**config.mk**
```make
export PLATFORM = sky130hd
export DESIGN_NAME = dsp_post_adder_acc_flat
export DESIGN_NICKNAME = d
export VERILOG_FILES = /design/src/rtl/dsp_post_adder_acc_if.sv /design/src/rtl/dsp_post_adder_acc.sv /design/src/flat_wrapper.sv
export SDC_FILE = /design/constraint.sdc
export NUM_CORES = 1
export LEC_CHECK = 0
export ABC_AREA = 0
export CELL_PAD_IN_SITES_DETAIL_PLACEMENT = 2
export CELL_PAD_IN_SITES_GLOBAL_PLACEMENT = 2
export CORE_MARGIN = 1
export CORE_UTILIZATION = 28
export CTS_CLUSTER_DIAMETER = 150
export DETAILED_ROUTE_END_ITERATION = 10
export PLACE_DENSITY = 0.87
export SETUP_SLACK_MARGIN = 0.4
export SLEW_MARGIN = 20
export SYNTH_ARGS = -nofsm -noshare
export SYNTH_HDL_FRONTEND = slang
export SYNTH_SLANG_ARGS = --single-unit
```
**constraint.sdc**
```tcl
create_clock -name clk -period 5.71 [get_ports clk]
set_input_delay 0.8565 -clock clk [delete_from_list [all_inputs] [get_ports clk]]
set_output_delay 0.8565 -clock clk [all_outputs]
set_load 0.005 [all_outputs]
```
**src/rtl/dsp_post_adder_acc_if.sv**
```systemverilog
// Operand, control and result bundle for the DSP48A1 post-adder/accumulator.
// The driver (upstream pipeline) uses the master view; the post-adder uses slave.
interface dsp_post_adder_acc_if;
  logic        cep;
  logic        ceopmode;
  logic        cecarryin;
  logic [7:0]  opmode;
  logic [35:0] m;
  logic [47:0] c;
  logic [47:0] dab;
  logic [47:0] pcin;
  logic [47:0] p;
  logic [47:0] pcout;
  logic        carryout;
  logic        carryoutf;

  modport master (
    output cep, ceopmode, cecarryin, opmode, m, c, dab, pcin,
    input  p, pcout, carryout, carryoutf
  );

  modport slave (
    input  cep, ceopmode, cecarryin, opmode, m, c, dab, pcin,
    output p, pcout, carryout, carryoutf
  );
endinterface

```
**src/rtl/dsp_post_adder_acc.sv**
```systemverilog
// DSP48A1 post-adder/accumulator: X/Z operand muxes, 48-bit add/subtract with
// carry-in, optional P/carryout output registers and P feedback for MAC use.
module dsp_post_adder_acc #(
  parameter bit PREG        = 1'b1,
  parameter bit CARRYOUTREG = 1'b1,
  parameter bit OPMODEREG   = 1'b1,
  parameter bit CARRYINREG  = 1'b1
) (
  input logic                 clk,
  input logic                 rst,
  dsp_post_adder_acc_if.slave ops
);

  // Only the opmode bits that steer the datapath are kept:
  // {subtract, carry-in, z_sel[1:0], x_sel[1:0]}. Bits 4 and 6 are don't-care.
  logic [5:0]  opmode_in;
  logic [5:0]  opmode_q;
  logic [5:0]  op;
  logic        cin_q;
  logic        cin;
  logic        sub;
  logic [1:0]  x_sel;
  logic [1:0]  z_sel;
  logic [47:0] p_q;
  logic        carry_q;
  logic [47:0] p_fb;
  logic [47:0] x_val;
  logic [47:0] z_val;
  logic [48:0] x_ext;
  logic [48:0] z_ext;
  logic [48:0] cin_ext;
  logic [48:0] sum;
  logic [47:0] p_val;
  logic        carry_val;

  assign opmode_in = {ops.opmode[7], ops.opmode[5], ops.opmode[3:0]};

  // Opmode register, aligned with the upstream M/C pipeline stage.
  always_ff @(posedge clk) begin
    if (rst) begin
      opmode_q <= '0;
    end else if (ops.ceopmode) begin
      opmode_q <= opmode_in;
    end
  end

  // Carry-in register, loaded straight from the opmode port's carry-in bit.
  always_ff @(posedge clk) begin
    if (rst) begin
      cin_q <= 1'b0;
    end else if (ops.cecarryin) begin
      cin_q <= ops.opmode[5];
    end
  end

  assign op    = OPMODEREG ? opmode_q : opmode_in;
  assign sub   = op[5];
  assign z_sel = op[3:2];
  assign x_sel = op[1:0];
  assign cin   = CARRYINREG ? cin_q : op[4];

  // Feedback always taps the P register; without it there is nothing to
  // feed back, and tapping the combinational result would form a loop.
  assign p_fb = PREG ? p_q : 48'd0;

  // X operand select.
  always_comb begin
    x_val = 48'd0;
    unique case (x_sel)
      2'b00: x_val = 48'd0;
      2'b01: x_val = {12'd0, ops.m};
      2'b10: x_val = p_fb;
      2'b11: x_val = ops.dab;
    endcase
  end

  // Z operand select.
  always_comb begin
    z_val = 48'd0;
    unique case (z_sel)
      2'b00: z_val = 48'd0;
      2'b01: z_val = ops.pcin;
      2'b10: z_val = p_fb;
      2'b11: z_val = ops.c;
    endcase
  end

  // 49-bit unsigned post-adder; bit 48 is carry on add, borrow on subtract.
  always_comb begin
    x_ext   = {1'b0, x_val};
    z_ext   = {1'b0, z_val};
    cin_ext = {48'd0, cin};
    if (sub) begin
      sum = z_ext - (x_ext + cin_ext);
    end else begin
      sum = z_ext + x_ext + cin_ext;
    end
  end

  // P output register; cep low freezes the accumulator.
  always_ff @(posedge clk) begin
    if (rst) begin
      p_q <= 48'd0;
    end else if (ops.cep) begin
      p_q <= sum[47:0];
    end
  end

  // Carryout register, sharing the P clock enable.
  always_ff @(posedge clk) begin
    if (rst) begin
      carry_q <= 1'b0;
    end else if (ops.cep) begin
      carry_q <= sum[48];
    end
  end

  assign p_val     = PREG ? p_q : sum[47:0];
  assign carry_val = CARRYOUTREG ? carry_q : sum[48];

  assign ops.p         = p_val;
  assign ops.pcout     = p_val;
  assign ops.carryout  = carry_val;
  assign ops.carryoutf = carry_val;

endmodule

```
**src/flat_wrapper.sv**
```systemverilog
// flat-port wrapper written by rule: the top's interface ports become plain ports
module dsp_post_adder_acc_flat 
#(
  parameter bit PREG        = 1'b1,
  parameter bit CARRYOUTREG = 1'b1,
  parameter bit OPMODEREG   = 1'b1,
  parameter bit CARRYINREG  = 1'b1
)
  (clk, rst, ops_cep, ops_ceopmode, ops_cecarryin, ops_opmode, ops_m, ops_c, ops_dab, ops_pcin, ops_p, ops_pcout, ops_carryout, ops_carryoutf);
  dsp_post_adder_acc_if ops_i ();
  input logic clk;
  input logic rst;
  input wire logic [$bits(ops_i.cep)-1:0] ops_cep;
  input wire logic [$bits(ops_i.ceopmode)-1:0] ops_ceopmode;
  input wire logic [$bits(ops_i.cecarryin)-1:0] ops_cecarryin;
  input wire logic [$bits(ops_i.opmode)-1:0] ops_opmode;
  input wire logic [$bits(ops_i.m)-1:0] ops_m;
  input wire logic [$bits(ops_i.c)-1:0] ops_c;
  input wire logic [$bits(ops_i.dab)-1:0] ops_dab;
  input wire logic [$bits(ops_i.pcin)-1:0] ops_pcin;
  output wire logic [$bits(ops_i.p)-1:0] ops_p;
  output wire logic [$bits(ops_i.pcout)-1:0] ops_pcout;
  output wire logic [$bits(ops_i.carryout)-1:0] ops_carryout;
  output wire logic [$bits(ops_i.carryoutf)-1:0] ops_carryoutf;
  assign ops_i.cep = ops_cep;
  assign ops_i.ceopmode = ops_ceopmode;
  assign ops_i.cecarryin = ops_cecarryin;
  assign ops_i.opmode = ops_opmode;
  assign ops_i.m = ops_m;
  assign ops_i.c = ops_c;
  assign ops_i.dab = ops_dab;
  assign ops_i.pcin = ops_pcin;
  assign ops_p = ops_i.p;
  assign ops_pcout = ops_i.pcout;
  assign ops_carryout = ops_i.carryout;
  assign ops_carryoutf = ops_i.carryoutf;
  dsp_post_adder_acc #(.PREG(PREG), .CARRYOUTREG(CARRYOUTREG), .OPMODEREG(OPMODEREG), .CARRYINREG(CARRYINREG)) u_core (.clk(clk), .rst(rst), .ops(ops_i));
endmodule
```
==> flow_metrics.env <==
export IMPL_rows=72
export IMPL_fmax_mhz=194
export IMPL_arrival_ns=5.35
export IMPL_coreArea_um2=38600
export IMPL_root_buffer="clkbuf_16"
export IMPL_p_per_area_nw_per_um2=187
export IMPL_startpoint_type="primary input"
export IMPL_critPathMaxFanout=3
export IMPL_multi_input_area_um2=8790
export IMPL_async_reset_ff_share_pct=0
export IMPL_cts_tree="done"
export IMPL_rsz0062_at_grt="true"
export IMPL_tns_ns=0
export IMPL_first_iter_violations=815
export IMPL_yosys_top_cells_count="ha_1 (139), a21oi_1 (124), inv_1 (112), nor2_1 (112), nand2_1 (87)"
export IMPL_synthCells=1463
export IMPL_synth_most_common_cell="ha_1"
export IMPL_setup_viol=0
export IMPL_holdBufCountCts=0
export IMPL_synth_top_flop_cell="dfxtp_1"
export IMPL_gp_congestion=0.909
export IMPL_maxSlewViolCount=0
export IMPL_vias_per_cell=5.72
export IMPL_leakagePower_uw=0.00591
export IMPL_nNetsFinal=1984
export IMPL_drc_errors=0
export IMPL_cts_max_level=2
export IMPL_syn_mean_instance_area_um2=7.51
export IMPL_ir_drop_v=0.000114
export IMPL_synth_warnings=0
export IMPL_cts_buffer_depth=2
export IMPL_power_total_uw=2660
export IMPL_regArea_um2=1110
export IMPL_grt_util_all_layers_pct=26.0
export IMPL_grt_max_degree=56
export IMPL_post_cts_setup_buffers=0
export IMPL_area_delta_synth_final_pct=29.2
export IMPL_cts_resized_gates=0
export IMPL_r2r_setup_slack_ns=0.65
export IMPL_synth_cell_type_count=82
export IMPL_clkTransAtPathRegs_ns=0.10
export IMPL_status="finished clean"
export IMPL_cp_end_kind="flop"
export IMPL_place_area_um2=14000
export IMPL_yosys_register_bits=55
export IMPL_synth_nets=1799
export IMPL_antenna_left=0
export IMPL_finalCritPeriodShare_pct=90.3
export IMPL_start_util_pct=28.4
export IMPL_routed_wirelength_mm=53.8
export IMPL_io_pins=291
export IMPL_chipWidth_um=200
export IMPL_wire_per_inst_um=24.8
export IMPL_worst_slew_pin_slew_ns=0.927
export IMPL_layout_min_cycle_time_ns=5.16
export IMPL_antenna_cells=0
export IMPL_yosysSeqAreaShare_pct=10.0
export IMPL_fp_dieH_um=200
export IMPL_clock_latency_ns=0.33
export IMPL_antenna_found_initial=0
export IMPL_fin_util_pct=36.7
export IMPL_cap_violations=0
export IMPL_maxSlewHeadroom_pct=37.8
export IMPL_drive_above_1_share_pct=8.91
export IMPL_final_area_um2=14200
export IMPL_synth_area_top_cells="ha_1 (16%), dfxtp_1 (10%), mux2_2 (8.5%), a22o_1 (6.5%), a21oi_1 (5.6%)"
export IMPL_fill_cells=4425
export IMPL_via_count=12400
export IMPL_first_pass_iters=5
export IMPL_portBuffers=288
export IMPL_synth_edf_count=0
export IMPL_place_hpwl_mm=43.3
export IMPL_required_ns=5.90
export IMPL_synth_top_area_cell="ha_1"
export IMPL_hold_violations=0
export IMPL_finClkSkew_ns=0.0152
export IMPL_crit_type="in -> reg"
export IMPL_grt_pass1_wl_mm=82.5
export IMPL_syn_area_um2=11000
export IMPL_cts_buffers=5
export IMPL_dieArea_um2=40000
export IMPL_synth_top_cell_area_share_pct=15.8
export IMPL_hold_class="reg -> reg"
export IMPL_overflow=0
export IMPL_grt_pass1_vias=13600
export IMPL_clock_sinks=55
state kept, by name (all words and copies together), names as in the netlist:
signal / flops
u_core.cin: 1
u_core.op: 5
u_core.ops.carryout: 1
u_core.ops.p: 48
cell type report:
| type | instances | area share, % |
|---|---|---|
| clock buffer | 6 | 0.978 |
| clock inverter | 2 | 0.115 |
| inverter | 113 | 2.99 |
| multi-input combinational | 1160 | 61.9 |
| sequential | 55 | 7.80 |
| tap | 518 | 4.56 |
| timing repair buffer | 313 | 21.6 |
cell families (layout without fill, tap and decap cells):
| kind of cell | Yosys count | in the layout | synth area share, % |
|---|---|---|---|
| flip-flops | 55 | 55 | 10.0 |
| AO/OA/AOI/OAI | 482 | 482 | 30.8 |
| AND/OR/NAND/NOR | 342 | 342 | 14.7 |
| adder cells (fa/ha/maj) | 143 | 143 | 16.6 |
| buffers and inverters | 248 | 434 | 10.3 |
| XOR/XNOR | 82 | 82 | 6.53 |
| multiplexers | 111 | 111 | 11.1 |
critical path, stage by stage:
cell and delay (ns):
clkdlybuf4s50_1 0.47, mux2_2 0.30, a22oi_1 0.27, fa_1 0.26
inv_1 0.08, fa_1 0.46, o21ai_0 0.32, a22oi_2 0.22
a311o_1 0.36, o22ai_2 0.21, o211ai_1 0.31, o2111ai_2 0.38
o21ai_0 0.15, a21oi_1 0.19, mux2i_1 0.10, a2111oi_0 0.42
routing by layer:
metal | track usage [%] | part of all wire (%)
met3 | 2.59 | 4.2
met1 | 32.3 | 43
met4 | 8.05 | 2.8
met2 | 46.8 | 50
met5 | 0 | 0
power breakdown:
group | switching (uW) | internal, uW | total (uW)
Sequential | 60.0 | 418 | 478
Combinational | 1010 | 788 | 1800
Clock | 203 | 178 | 381
metrics by stage:
step / instances / setup slack [ns] / hold slack, ns
6_report: 2167 / 0.555 / 0.544
5_1_grt: 2167 / 0.359 / 0.583
4_1_cts: 2167 / 0.550 / 0.553
3_5_place_dp: 2159 / 0.237 / 0.538
3_3_place_gp: 2159 / 0.461 / 0.522
2_1_floorplan: 1463 / 1.30 / 0.505
cells in the final DEF (no fill, tap or decap), drive strengths merged, types with 5 or more instances in the layout:
cell,synthesis,routed
mux2,84,84
a22o,81,81
a31oi,11,11
buf,72,27
clkbuf,63,6
o31ai,6,6
clkdlybuf4s50,0,286
a211oi,31,31
a311oi,7,7
o21a,9,9
nor2,112,112
o21bai,10,10
xor2,41,41
nor4,6,6
a2111oi,13,13
a21o,59,59
nand2,87,87
ha,139,139
mux2i,27,27
xnor2,41,41
and3,14,14
dfxtp,55,55
nor2b,22,22
inv,112,112
o211ai,9,9
nand2b,15,15
nand4,19,19
a21oi,126,126
nand3,22,22
o31a,5,5
nor3,20,20
and2,8,8
a22oi,5,5
o21ai,71,71
final timing paths:
check                           cells past startpoint                           from                             to
worst max-delay path                               16                       ops_c[0]  u_core.ops.p[46]$_SDFFE_PP0P_
worst max register to register                     16      u_core.op[3]$_SDFFE_PP0P_  u_core.ops.p[46]$_SDFFE_PP0P_
worst min-delay path                                2  u_core.ops.p[21]$_SDFFE_PP0P_  u_core.ops.p[21]$_SDFFE_PP0P_
worst min register to register                      2  u_core.ops.p[21]$_SDFFE_PP0P_  u_core.ops.p[21]$_SDFFE_PP0P_
No activity file was read; power rests on OpenSTA's default activity.
